==> src/rtl/uart_fifo_ip_if.sv <==
// Register-bus bundle for uart_fifo_ip: byte address, write/read strobes and
// combinational read data.
interface uart_fifo_ip_if #(
    parameter int unsigned DATA_WIDTH = 32
);
    logic [DATA_WIDTH-1:0] address;
    logic [DATA_WIDTH-1:0] wd;
    logic                  we;
    logic                  re;
    logic [DATA_WIDTH-1:0] rd;

    modport master (output address, wd, we, re, input rd);
    modport slave  (input address, wd, we, re, output rd);
endinterface

==> src/rtl/uart_fifo_ip.sv <==
// Memory-mapped 8N1 UART with TX/RX FIFOs, programmable baud divisor,
// sticky error flags and a registered level interrupt.
module uart_fifo_ip #(
    parameter int unsigned DATA_WIDTH  = 32,
    parameter int unsigned FIFO_DEPTH  = 8,
    parameter int unsigned DEFAULT_DIV = 433
) (
    input  logic          clk,
    input  logic          rst_n,
    uart_fifo_ip_if.slave bus,
    output logic          irq,
    input  logic          rx,
    output logic          tx
);
    localparam int unsigned PTR_W = $clog2(FIFO_DEPTH);
    localparam int unsigned CNT_W = PTR_W + 1;
    localparam logic [CNT_W-1:0] DEPTH_C = CNT_W'(FIFO_DEPTH);

    typedef enum logic [1:0] {S_IDLE, S_START, S_DATA, S_STOP} state_e;

    logic [2:0]  idx;
    logic        wr_data, wr_ctrl, wr_baud, sticky_clr, flush;
    logic        tx_en, rx_en, irq_rx_en, irq_txe_en;
    logic [15:0] div_eff;
    logic        unused_bits;

    logic [3:0]  ctrl_q, ctrl_d;
    logic [15:0] baud_q, baud_d;
    logic        tx_ovf_q, tx_ovf_d, rx_ovr_q, rx_ovr_d, frame_err_q, frame_err_d;
    logic        irq_q, irq_d;

    logic [7:0]       tx_mem_q [FIFO_DEPTH];
    logic [PTR_W-1:0] txf_wp_q, txf_wp_d, txf_rp_q, txf_rp_d;
    logic [CNT_W-1:0] txf_cnt_q, txf_cnt_d;
    logic             tx_full, tx_empty, tx_push, tx_pop, tx_ovf_evt;

    logic [7:0]       rx_mem_q [FIFO_DEPTH];
    logic [PTR_W-1:0] rxf_wp_q, rxf_wp_d, rxf_rp_q, rxf_rp_d;
    logic [CNT_W-1:0] rxf_cnt_q, rxf_cnt_d;
    logic             rx_full, rx_empty, rx_acc, rx_pop, rx_ovr_evt;

    state_e      tx_state_q, tx_state_d;
    logic [15:0] tx_tmr_q, tx_tmr_d, tx_div_q, tx_div_d;
    logic [2:0]  tx_bit_q, tx_bit_d;
    logic [7:0]  tx_shift_q, tx_shift_d;
    logic        tx_q, tx_d, tx_busy;

    logic        rx_s1_q, rx_s2_q, rx_prev_q;
    state_e      rx_state_q, rx_state_d;
    logic [15:0] rx_tmr_q, rx_tmr_d, rx_div_q, rx_div_d, rx_mid;
    logic [2:0]  rx_bit_q, rx_bit_d;
    logic [7:0]  rx_shift_q, rx_shift_d, rx_byte_q, rx_byte_d;
    logic        rx_push_q, rx_push_d, frame_evt;

    logic [DATA_WIDTH-1:0] status;

    always_comb begin
        idx         = bus.address[4:2];
        wr_data     = bus.we && (idx == 3'd0);
        wr_ctrl     = bus.we && (idx == 3'd2);
        wr_baud     = bus.we && (idx == 3'd3);
        sticky_clr  = wr_ctrl && bus.wd[8];
        flush       = wr_ctrl && bus.wd[9];
        tx_en       = ctrl_q[0];
        rx_en       = ctrl_q[1];
        irq_rx_en   = ctrl_q[2];
        irq_txe_en  = ctrl_q[3];
        div_eff     = (baud_q < 16'd3) ? 16'd3 : baud_q;
        tx_full     = (txf_cnt_q == DEPTH_C);
        tx_empty    = (txf_cnt_q == '0);
        rx_full     = (rxf_cnt_q == DEPTH_C);
        rx_empty    = (rxf_cnt_q == '0);
        tx_busy     = (tx_state_q != S_IDLE);
        rx_mid      = {1'b0, rx_div_q[15:1]};
        unused_bits = ^{bus.address[DATA_WIDTH-1:5], bus.address[1:0], bus.wd[DATA_WIDTH-1:16]};
    end

    // A finishing stop bit may start the next queued frame directly, so the
    // pop/start path is shared between IDLE and the end of STOP.
    always_comb begin
        tx_state_d = tx_state_q;
        tx_tmr_d   = tx_tmr_q;
        tx_div_d   = tx_div_q;
        tx_bit_d   = tx_bit_q;
        tx_shift_d = tx_shift_q;
        tx_d       = tx_q;
        tx_pop     = 1'b0;
        if ((tx_state_q == S_IDLE) ||
            ((tx_state_q == S_STOP) && (tx_tmr_q == tx_div_q))) begin
            tx_state_d = S_IDLE;
            tx_d       = 1'b1;
            if (tx_en && !tx_empty) begin
                tx_pop     = 1'b1;
                tx_state_d = S_START;
                tx_tmr_d   = '0;
                tx_div_d   = div_eff;
                tx_shift_d = tx_mem_q[txf_rp_q];
                tx_d       = 1'b0;
            end
        end else if (tx_tmr_q != tx_div_q) begin
            tx_tmr_d = tx_tmr_q + 16'd1;
        end else begin
            tx_tmr_d = '0;
            case (tx_state_q)
                S_START: begin
                    tx_state_d = S_DATA;
                    tx_bit_d   = '0;
                    tx_d       = tx_shift_q[0];
                end
                S_DATA: begin
                    if (tx_bit_q == 3'd7) begin
                        tx_state_d = S_STOP;
                        tx_d       = 1'b1;
                    end else begin
                        tx_bit_d   = tx_bit_q + 3'd1;
                        tx_shift_d = {1'b0, tx_shift_q[7:1]};
                        tx_d       = tx_shift_q[1];
                    end
                end
                default: tx_state_d = S_IDLE;
            endcase
        end
    end

    always_comb begin
        rx_state_d = rx_state_q;
        rx_tmr_d   = rx_tmr_q;
        rx_div_d   = rx_div_q;
        rx_bit_d   = rx_bit_q;
        rx_shift_d = rx_shift_q;
        rx_byte_d  = rx_byte_q;
        rx_push_d  = 1'b0;
        frame_evt  = 1'b0;
        if (!rx_en) begin
            rx_state_d = S_IDLE;
        end else begin
            case (rx_state_q)
                S_IDLE: begin
                    if (rx_prev_q && !rx_s2_q) begin
                        rx_state_d = S_START;
                        rx_tmr_d   = '0;
                        rx_div_d   = div_eff;
                    end
                end
                S_START: begin
                    if (rx_tmr_q == rx_mid) begin
                        rx_state_d = rx_s2_q ? S_IDLE : S_DATA;
                        rx_tmr_d   = '0;
                        rx_bit_d   = '0;
                    end else begin
                        rx_tmr_d = rx_tmr_q + 16'd1;
                    end
                end
                S_DATA: begin
                    if (rx_tmr_q == rx_div_q) begin
                        rx_tmr_d   = '0;
                        rx_shift_d = {rx_s2_q, rx_shift_q[7:1]};
                        rx_bit_d   = rx_bit_q + 3'd1;
                        if (rx_bit_q == 3'd7) rx_state_d = S_STOP;
                    end else begin
                        rx_tmr_d = rx_tmr_q + 16'd1;
                    end
                end
                default: begin
                    if (rx_tmr_q == rx_div_q) begin
                        rx_state_d = S_IDLE;
                        rx_tmr_d   = '0;
                        if (rx_s2_q) begin
                            rx_push_d = 1'b1;
                            rx_byte_d = rx_shift_q;
                        end else begin
                            frame_evt = 1'b1;
                        end
                    end else begin
                        rx_tmr_d = rx_tmr_q + 16'd1;
                    end
                end
            endcase
        end
    end

    // A pop in the same cycle frees the slot a full FIFO needs for its push.
    always_comb begin
        tx_push    = wr_data && (!tx_full || tx_pop);
        tx_ovf_evt = wr_data && tx_full && !tx_pop;
        rx_pop     = bus.re && (idx == 3'd0) && !rx_empty;
        rx_acc     = rx_push_q && !flush && (!rx_full || rx_pop);
        rx_ovr_evt = rx_push_q && rx_full && !rx_pop;

        txf_wp_d  = txf_wp_q;
        txf_rp_d  = txf_rp_q;
        txf_cnt_d = txf_cnt_q;
        if (flush) begin
            txf_wp_d  = '0;
            txf_rp_d  = '0;
            txf_cnt_d = '0;
        end else begin
            if (tx_push) txf_wp_d = txf_wp_q + PTR_W'(1);
            if (tx_pop)  txf_rp_d = txf_rp_q + PTR_W'(1);
            if (tx_push && !tx_pop)      txf_cnt_d = txf_cnt_q + CNT_W'(1);
            else if (!tx_push && tx_pop) txf_cnt_d = txf_cnt_q - CNT_W'(1);
        end

        rxf_wp_d  = rxf_wp_q;
        rxf_rp_d  = rxf_rp_q;
        rxf_cnt_d = rxf_cnt_q;
        if (flush) begin
            rxf_wp_d  = '0;
            rxf_rp_d  = '0;
            rxf_cnt_d = '0;
        end else begin
            if (rx_acc) rxf_wp_d = rxf_wp_q + PTR_W'(1);
            if (rx_pop) rxf_rp_d = rxf_rp_q + PTR_W'(1);
            if (rx_acc && !rx_pop)      rxf_cnt_d = rxf_cnt_q + CNT_W'(1);
            else if (!rx_acc && rx_pop) rxf_cnt_d = rxf_cnt_q - CNT_W'(1);
        end
    end

    always_comb begin
        ctrl_d      = wr_ctrl ? bus.wd[3:0] : ctrl_q;
        baud_d      = wr_baud ? bus.wd[15:0] : baud_q;
        tx_ovf_d    = (tx_ovf_q && !sticky_clr) || tx_ovf_evt;
        rx_ovr_d    = (rx_ovr_q && !sticky_clr) || rx_ovr_evt;
        frame_err_d = (frame_err_q && !sticky_clr) || frame_evt;
        irq_d       = (irq_rx_en && !rx_empty) ||
                      (irq_txe_en && tx_empty && !tx_busy) ||
                      (irq_rx_en && (rx_ovr_q || frame_err_q));

        status              = '0;
        status[0]           = tx_full;
        status[1]           = tx_empty;
        status[2]           = rx_full;
        status[3]           = rx_empty;
        status[4]           = rx_ovr_q;
        status[5]           = frame_err_q;
        status[6]           = tx_ovf_q;
        status[7]           = tx_busy;
        status[8 +: CNT_W]  = rxf_cnt_q;

        bus.rd = '0;
        case (idx)
            3'd0:    if (!rx_empty) bus.rd[7:0] = rx_mem_q[rxf_rp_q];
            3'd1:    bus.rd = status;
            3'd2:    bus.rd[3:0] = ctrl_q;
            3'd3:    bus.rd[15:0] = baud_q;
            default: bus.rd = '0;
        endcase

        tx  = tx_q;
        irq = irq_q;
    end

    always_ff @(posedge clk) begin
        if (tx_push) tx_mem_q[txf_wp_q] <= bus.wd[7:0];
        if (rx_acc)  rx_mem_q[rxf_wp_q] <= rx_byte_q;
    end

    always_ff @(posedge clk or negedge rst_n) begin
        if (!rst_n) begin
            ctrl_q      <= 4'h3;
            baud_q      <= 16'(DEFAULT_DIV);
            tx_ovf_q    <= 1'b0;
            rx_ovr_q    <= 1'b0;
            frame_err_q <= 1'b0;
            irq_q       <= 1'b0;
            txf_wp_q    <= '0;
            txf_rp_q    <= '0;
            txf_cnt_q   <= '0;
            rxf_wp_q    <= '0;
            rxf_rp_q    <= '0;
            rxf_cnt_q   <= '0;
            tx_state_q  <= S_IDLE;
            tx_tmr_q    <= '0;
            tx_div_q    <= '0;
            tx_bit_q    <= '0;
            tx_shift_q  <= '0;
            tx_q        <= 1'b1;
            rx_s1_q     <= 1'b1;
            rx_s2_q     <= 1'b1;
            rx_prev_q   <= 1'b1;
            rx_state_q  <= S_IDLE;
            rx_tmr_q    <= '0;
            rx_div_q    <= '0;
            rx_bit_q    <= '0;
            rx_shift_q  <= '0;
            rx_byte_q   <= '0;
            rx_push_q   <= 1'b0;
        end else begin
            ctrl_q      <= ctrl_d;
            baud_q      <= baud_d;
            tx_ovf_q    <= tx_ovf_d;
            rx_ovr_q    <= rx_ovr_d;
            frame_err_q <= frame_err_d;
            irq_q       <= irq_d;
            txf_wp_q    <= txf_wp_d;
            txf_rp_q    <= txf_rp_d;
            txf_cnt_q   <= txf_cnt_d;
            rxf_wp_q    <= rxf_wp_d;
            rxf_rp_q    <= rxf_rp_d;
            rxf_cnt_q   <= rxf_cnt_d;
            tx_state_q  <= tx_state_d;
            tx_tmr_q    <= tx_tmr_d;
            tx_div_q    <= tx_div_d;
            tx_bit_q    <= tx_bit_d;
            tx_shift_q  <= tx_shift_d;
            tx_q        <= tx_d;
            rx_s1_q     <= rx;
            rx_s2_q     <= rx_s1_q;
            rx_prev_q   <= rx_s2_q;
            rx_state_q  <= rx_state_d;
            rx_tmr_q    <= rx_tmr_d;
            rx_div_q    <= rx_div_d;
            rx_bit_q    <= rx_bit_d;
            rx_shift_q  <= rx_shift_d;
            rx_byte_q   <= rx_byte_d;
            rx_push_q   <= rx_push_d;
        end
    end
endmodule

==> src/flat_wrapper.sv <==
// flat-port wrapper written by rule: the top's interface ports become plain ports
module uart_fifo_ip_flat 
#(
    parameter int unsigned DATA_WIDTH  = 32,
    parameter int unsigned FIFO_DEPTH  = 8,
    parameter int unsigned DEFAULT_DIV = 433
)
  (clk, rst_n, irq, rx, tx, bus_address, bus_wd, bus_we, bus_re, bus_rd);
  uart_fifo_ip_if #(.DATA_WIDTH(DATA_WIDTH)) bus_i ();
  input  logic clk;
  input  logic rst_n;
  output logic irq;
  input  logic rx;
  output logic tx;
  input wire logic [$bits(bus_i.address)-1:0] bus_address;
  input wire logic [$bits(bus_i.wd)-1:0] bus_wd;
  input wire logic [$bits(bus_i.we)-1:0] bus_we;
  input wire logic [$bits(bus_i.re)-1:0] bus_re;
  output wire logic [$bits(bus_i.rd)-1:0] bus_rd;
  assign bus_i.address = bus_address;
  assign bus_i.wd = bus_wd;
  assign bus_i.we = bus_we;
  assign bus_i.re = bus_re;
  assign bus_rd = bus_i.rd;
  uart_fifo_ip #(.DATA_WIDTH(DATA_WIDTH), .FIFO_DEPTH(FIFO_DEPTH), .DEFAULT_DIV(DEFAULT_DIV)) u_core (.clk(clk), .rst_n(rst_n), .bus(bus_i), .irq(irq), .rx(rx), .tx(tx));
endmodule
==> config.mk <==
export PLATFORM = sky130hd
export DESIGN_NAME = uart_fifo_ip_flat
export DESIGN_NICKNAME = d
export VERILOG_FILES = /design/src/rtl/uart_fifo_ip_if.sv /design/src/rtl/uart_fifo_ip.sv /design/src/flat_wrapper.sv
export SDC_FILE = /design/constraint.sdc
export NUM_CORES = 1
export LEC_CHECK = 0
export CAP_MARGIN = 20
export CORE_UTILIZATION = 45
export DETAILED_ROUTE_END_ITERATION = 10
export GPL_ROUTABILITY_DRIVEN = 0
export GPL_TIMING_DRIVEN = 0
export MAX_ROUTING_LAYER = met4
export PLACE_DENSITY = 0.75
export SYNTH_ARGS = -nofsm -noshare
export SYNTH_HDL_FRONTEND = slang
export SYNTH_SLANG_ARGS = --single-unit
==> constraint.sdc <==
create_clock -name clk -period 3.6 [get_ports clk]
set_clock_uncertainty 0.05 [all_clocks]
set_input_delay 0.72 -clock clk [delete_from_list [all_inputs] [get_ports clk]]
set_output_delay 0.72 -clock clk [all_outputs]
set_load 0.02 [all_outputs]
; ---- After elaboration in Yosys (flattened, before gate mapping)
; Memories as Yosys holds them, arrays and structs flattened.
; Cells that the tools add are included.
[totals]
register_bits = 147
in_bits = 69
out_inout_bits = 34
mem_bits_rw = 128
memories = 2
[classes]
order_cmp = 1
bitwise_logic = 3
reduce_logical = 77
eq_ne = 29
addsub = 12
mux = 68
[memory_table]
columns = memory, words, word_bits, rd, rd_clocked_by_memory_dff, wr, line
row1 = u_core.rx_mem_q, 8, 8, 1, 0, 1, uart_fifo_ip.sv:37  ; logic [7:0] rx_mem_q [FIFO_DEPTH];
row2 = u_core.tx_mem_q, 8, 8, 1, 0, 1, uart_fifo_ip.sv:32  ; logic [7:0] tx_mem_q [FIFO_DEPTH];
[ops]
columns = op, n
row1 = $mux W16, 7
row2 = $mux W8, 6
row3 = $mux W3, 11
row4 = $add A16 B1 Y16 const B, 2
row5 = $eq A16 B16 Y1, 2
row6 = $pmux W16 S2, 1
row7 = $logic_and A1 B1 Y1, 28
row8 = $mux W4, 6
row9 = $mux W2, 10
row10 = $mux W1, 19
row11 = $add A3 B1 Y3 const B, 6
row12 = $eq A16 B15 Y1, 1
row13 = $lt A16 B2 Y1 const B, 1
row14 = $ne A16 B16 Y1, 1
row15 = $pmux W4 S4, 1
row16 = $pmux W8 S2, 1
row17 = $reduce_and A4 Y1, 4
row18 = $reduce_bool A2 Y1, 8
row19 = $logic_not A1 Y1, 12
row20 = $ne A3 B3 Y1 const B, 4
row21 = $pmux W3 S2, 2
row22 = $pmux W4 S3, 1
row23 = $ne A2 B1 Y1 const B, 5
row24 = $logic_or A1 B1 Y1, 9
row25 = 23 further kinds, 42

; ---- Depth between registers and ports, before layout
[logic_depth]
depth_word = 12
mapped_depth = 15
depth_no_buf = 15

; ---- Worst setup path before layout
; Ideal clock, no wire load.
[synth_path]
path_type = register -> register
start = reg u_core.tx_tmr_q[10]
end = reg u_core.txf_cnt_q[3]
slack_ns = 0.306
stages_incl_launch_ff = 15
t_required_ns = 3.472
arrival_ns = 3.166
n_path_buf = 1
setup_ns = 0.078
cell_sequence = dfrtp_1 -> xnor2_1 -> nand4_1 -> or4_4 -> o21ai_4 -> nand2_2 -> buf_6 -> ha_1 -> inv_1 -> ha_1 -> a21o_1 -> a21oi_1 -> xnor2_1 -> or3_1 -> a21oi_1
[synth_between]
elab_chain_cells = 9
[synth_rtl]
columns = item, line
row1 = start: declaration, uart_fifo_ip.sv:43  ; logic [15:0] tx_tmr_q, tx_tmr_d, tx_div_q, tx_div_d;
row2 = start signal: assignment, uart_fifo_ip.sv:302  ; tx_tmr_q <= tx_tmr_d;
row3 = $eq A16 B16 Y1 *, uart_fifo_ip.sv:89  ; ((tx_state_q == S_STOP) && (tx_tmr_q == tx_div_q))) begin
row4 = $logic_and A1 B1 Y1 *, uart_fifo_ip.sv:89
row5 = $logic_or A1 B1 Y1 *, uart_fifo_ip.sv:88  ; if ((tx_state_q == S_IDLE) ||
row6 = $mux W1 *, uart_fifo_ip.sv:88
row7 = $logic_or A1 B1 Y1, uart_fifo_ip.sv:184  ; tx_push = wr_data && (!tx_full || tx_pop);
row8 = $logic_and A1 B1 Y1, uart_fifo_ip.sv:184
row9 = $logic_and A1 B1 Y1 / $logic_not A1 Y1 (equally long branches), "uart_fifo_ip.sv:200, uart_fifo_ip.sv:201"
row10 = $mux W4 / $logic_and A1 B1 Y1 (equally long branches), "uart_fifo_ip.sv:200, uart_fifo_ip.sv:201"
row11 = $mux W4 / $reduce_bool A3 Y1 (equally long branches), -
row12 = end signal: assignment, uart_fifo_ip.sv:297  ; txf_cnt_q <= txf_cnt_d;
row13 = end: declaration, uart_fifo_ip.sv:34  ; logic [CNT_W-1:0] txf_cnt_q, txf_cnt_d;
; Mark *: on every way between the ends. The rest lies on a longest branch, timed or not.
; A chain may end at the register's enable or synchronous reset.

; ---- Final worst setup path
[layout_path]
start = reg u_core.tx_tmr_q[6]
end = reg u_core.txf_cnt_q[3]
; Same word-level chain as after synthesis.

==> run metrics <==
status complete, no violations; Final Hold Fails 0; CTS tree yes; Final setup viols 0; Post-Route WL ~28 mm; YS warnings 0; die area between 0.02 and 0.03 sq mm; gr ovfl total 0; violation count after the first detailed-route iteration roughly 660; Die Span X 170.7 microns; Post-DRT Antenna Nets 0; crit path DAT roughly 4.0 ns; Tcrit/Tclk final 99.15%; most frequent cell after synthesis dfrtp_1; max-slew violations 0; async set or reset register ratio after synthesis between 50 and 60%; synthesized instance count 961; Core ar. 0.02786 sq mm; area added between synthesis and finish 16.79%; synth top area cells edfxtp_1 30%, dfrtp_1 27%, mux4_2 5.6%, mux2_2 4.7%, xor2_1 3.0%; Die Ht 170.7 microns; Crit Path Category flip-flop to flip-flop; f_max between 200 and 300 MHz; DP HPWL approximately 19 mm; Synth Register Bits 275; GRT Overall Usage 20.34%; Max Cap Violations 0; Design Area, Final ~0.015 sq mm; largest net degree at the start of global routing 78; Commonest cells post-synth 136 x dfrtp_1, 128 x edfxtp_1, 61 x nor2_1, 53 x mux2_2, 53 x nand2_1; Routed WL per cell roughly 19 microns; Initial Util between 40% and 50%; area of the multi-input gates roughly 0.0050 sq mm; DRC 0; H-tree levels 1; Root Driver clkbuf_16; Clock Sinks around 280; Seq/Total Area, Yosys roughly three fifths; min-delay worst type primary input to async pin; worst slew pin tran 1.023 ns; post-layout min period between 3 and 4 ns; DR vias/cell 5.574; Placed Area ~0.014 sq mm; fill count 2292; PwrDens between 600 and 700 mW/mm^2; synth unique cells 62; initial antenna violation count 1; clk_lat worst skew about 0.54 ns; Pleak ~6.1 nW; area leader, netlist edfxtp_1; worst vdd ir 536.6 uV; vias in the first global route 7997; Final #Nets about 1200; first-pass GRT wire length between 40 and 50 mm; syn_area_per_cell about 13 sq um; Synth Cell Area ~0.013 sq mm; FF+latch area 0.007536 sq mm; clock tree buffer depth 3; dominant synthesized flop cell dfrtp_1; vias between 8000 and 9000; cts bufs inserted 28; IO Port Bufs 40; Synth top area share a little under a third; clock-pin slew on the worst setup and hold paths 0.06 ns; CP Launch Type flip-flop; Std-Cell Rows 61; num ports approximately 100; EDFF count, synth between 100 and 150; Power Total 10.14 mW; CP required 4.01 ns; setup TNS 0 ns; # hold bufs at CTS 0; nature of the critical path endpoint flip-flop; crit-path max FO 10; Slew Limit Headroom between 30 and 40%; share of cells above drive strength 1 between 20% and 30%; RSZ-0062 raised after global routing true; DRT Pass-1 Iters 5
[where the power goes]
group	internal (mW)	switching (mW)
sequential	3.72	0.486
clock	1.90	1.24
combinational	1.39	1.40
[final timing paths]
path / start / end / slack, ns / cells past startpoint
min in group clk: u_core.rx_s1_q$_DFF_PN1_ / u_core.rx_s2_q$_DFF_PN1_ / 0.31 / 0
hold / removal: rst_n / u_core.tx_tmr_q[12]$_DFFE_PN0P_ / 0.18 / 1
max in group asynchronous: rst_n / u_core.rx_s2_q$_DFF_PN1_ / 2.46 / 2
setup / recovery: u_core.tx_tmr_q[6]$_DFFE_PN0P_ / u_core.txf_cnt_q[3]$_DFFE_PN0P_ / 0.03 / 14
hold reg to reg: u_core.rx_s1_q$_DFF_PN1_ / u_core.rx_s2_q$_DFF_PN1_ / 0.31 / 0
setup reg to reg: u_core.tx_tmr_q[6]$_DFFE_PN0P_ / u_core.txf_cnt_q[3]$_DFFE_PN0P_ / 0.03 / 14
[layout by cell type (no fill, tap or decap), types with 24 or more instances in the layout]
master	n
dfrtp_1	136
edfxtp_1	128
nor2_1	61
mux2_2	53
nand2_1	53
o21ai_0	51
xor2_1	44
mux4_2	32
a21oi_1	32
mux2i_1	31
clkbuf_16	29
clkdlybuf4s50_1	28
inv_1	27
buf_4	27
nand3_1	26
xnor2_1	24
ha_1	24
[state kept, by name (all words and copies together) (netlist names), 16 cells and up]
name / count
u_core.rx_mem_q: 64
u_core.tx_mem_q: 64
u_core.tx_tmr_q: 16
u_core.tx_div_q: 16
u_core.rx_div_q: 16
u_core.baud_q: 16
u_core.rx_tmr_q: 16
[area by class of cell]
| cell class | count | area share, % |
|---|---|---|
| Inverter | 28 | 0.7027 |
| Sequential cell | 275 | 50.38 |
| Antenna cell | 1 | 0.01673 |
| Clock inverter | 18 | 1.606 |
| Clock buffer | 34 | 5.178 |
| Tap cell | 378 | 3.162 |
| Buffer | 51 | 1.999 |
| Multi-Input combinational cell | 621 | 33.40 |
| Timing Repair Buffer | 53 | 3.547 |
[per-layer routing]
| metal | up-vias | share of wire, % | track usage [%] |
|---|---|---|---|
| met4 | 0 | 2.6 | 5.954 |
| met3 | 52 | 4.7 | 2.313 |
| li1 | 3725 | - | - |
| met5 | - | 0 | - |
| met2 | 249 | 47 | 31.39 |
| met1 | 4106 | 46 | 28.43 |
[stage by stage]
stage | utilization, % | hold slack (ns) | instances | setup WS, ns
final | 53.69 | 0.1784 | 1459 | 0.03070
after global routing | 53.69 | 0.2276 | 1459 | -0.1573
after CTS | 53.41 | 0.1984 | 1455 | 0.001284
after detailed placement | 49.59 | 0.2978 | 1402 | -0.6411
after global placement | 49.31 | 0.2982 | 1394 | -4.316
after floorplan | - | 0.2952 | 976 | 0.3059
[repair_timing]
action	CTS	global route
resized for setup	17	13
gates cloned	0	0
setup endpoints to repair	17	10
pin swaps	2	3
setup buffers	2	3
[critical path: stages, from the launching register on]
cell     delay [ns]
dfrtp_1        0.46
xnor2_1        0.16
nand4_1        0.24
or4_4          0.62
o21ai_4        0.18
nand2_2        0.10
buf_6          0.21
ha_1           0.25
inv_1          0.09
ha_1           0.23
a21o_1         0.17
a21oi_1        0.17
xnor2_1        0.10
or3_1          0.30
a21oi_1        0.14
[cell families after synthesis]
kind of cell               after synthesis  share of synthesized area (%)
and+or+nand+nor                        235                          9.106
xor gates and xnor gates                69                          4.719
buffers and inverters                   80                          3.039
adders and majority gates               26                          2.658
AOI/OAI and AO/OA                      145                          7.250
other                                    1                        0.02928
DFF                                    275                          58.85
muxes                                  130                          14.35
No activity file was read; power rests on OpenSTA's default activity.
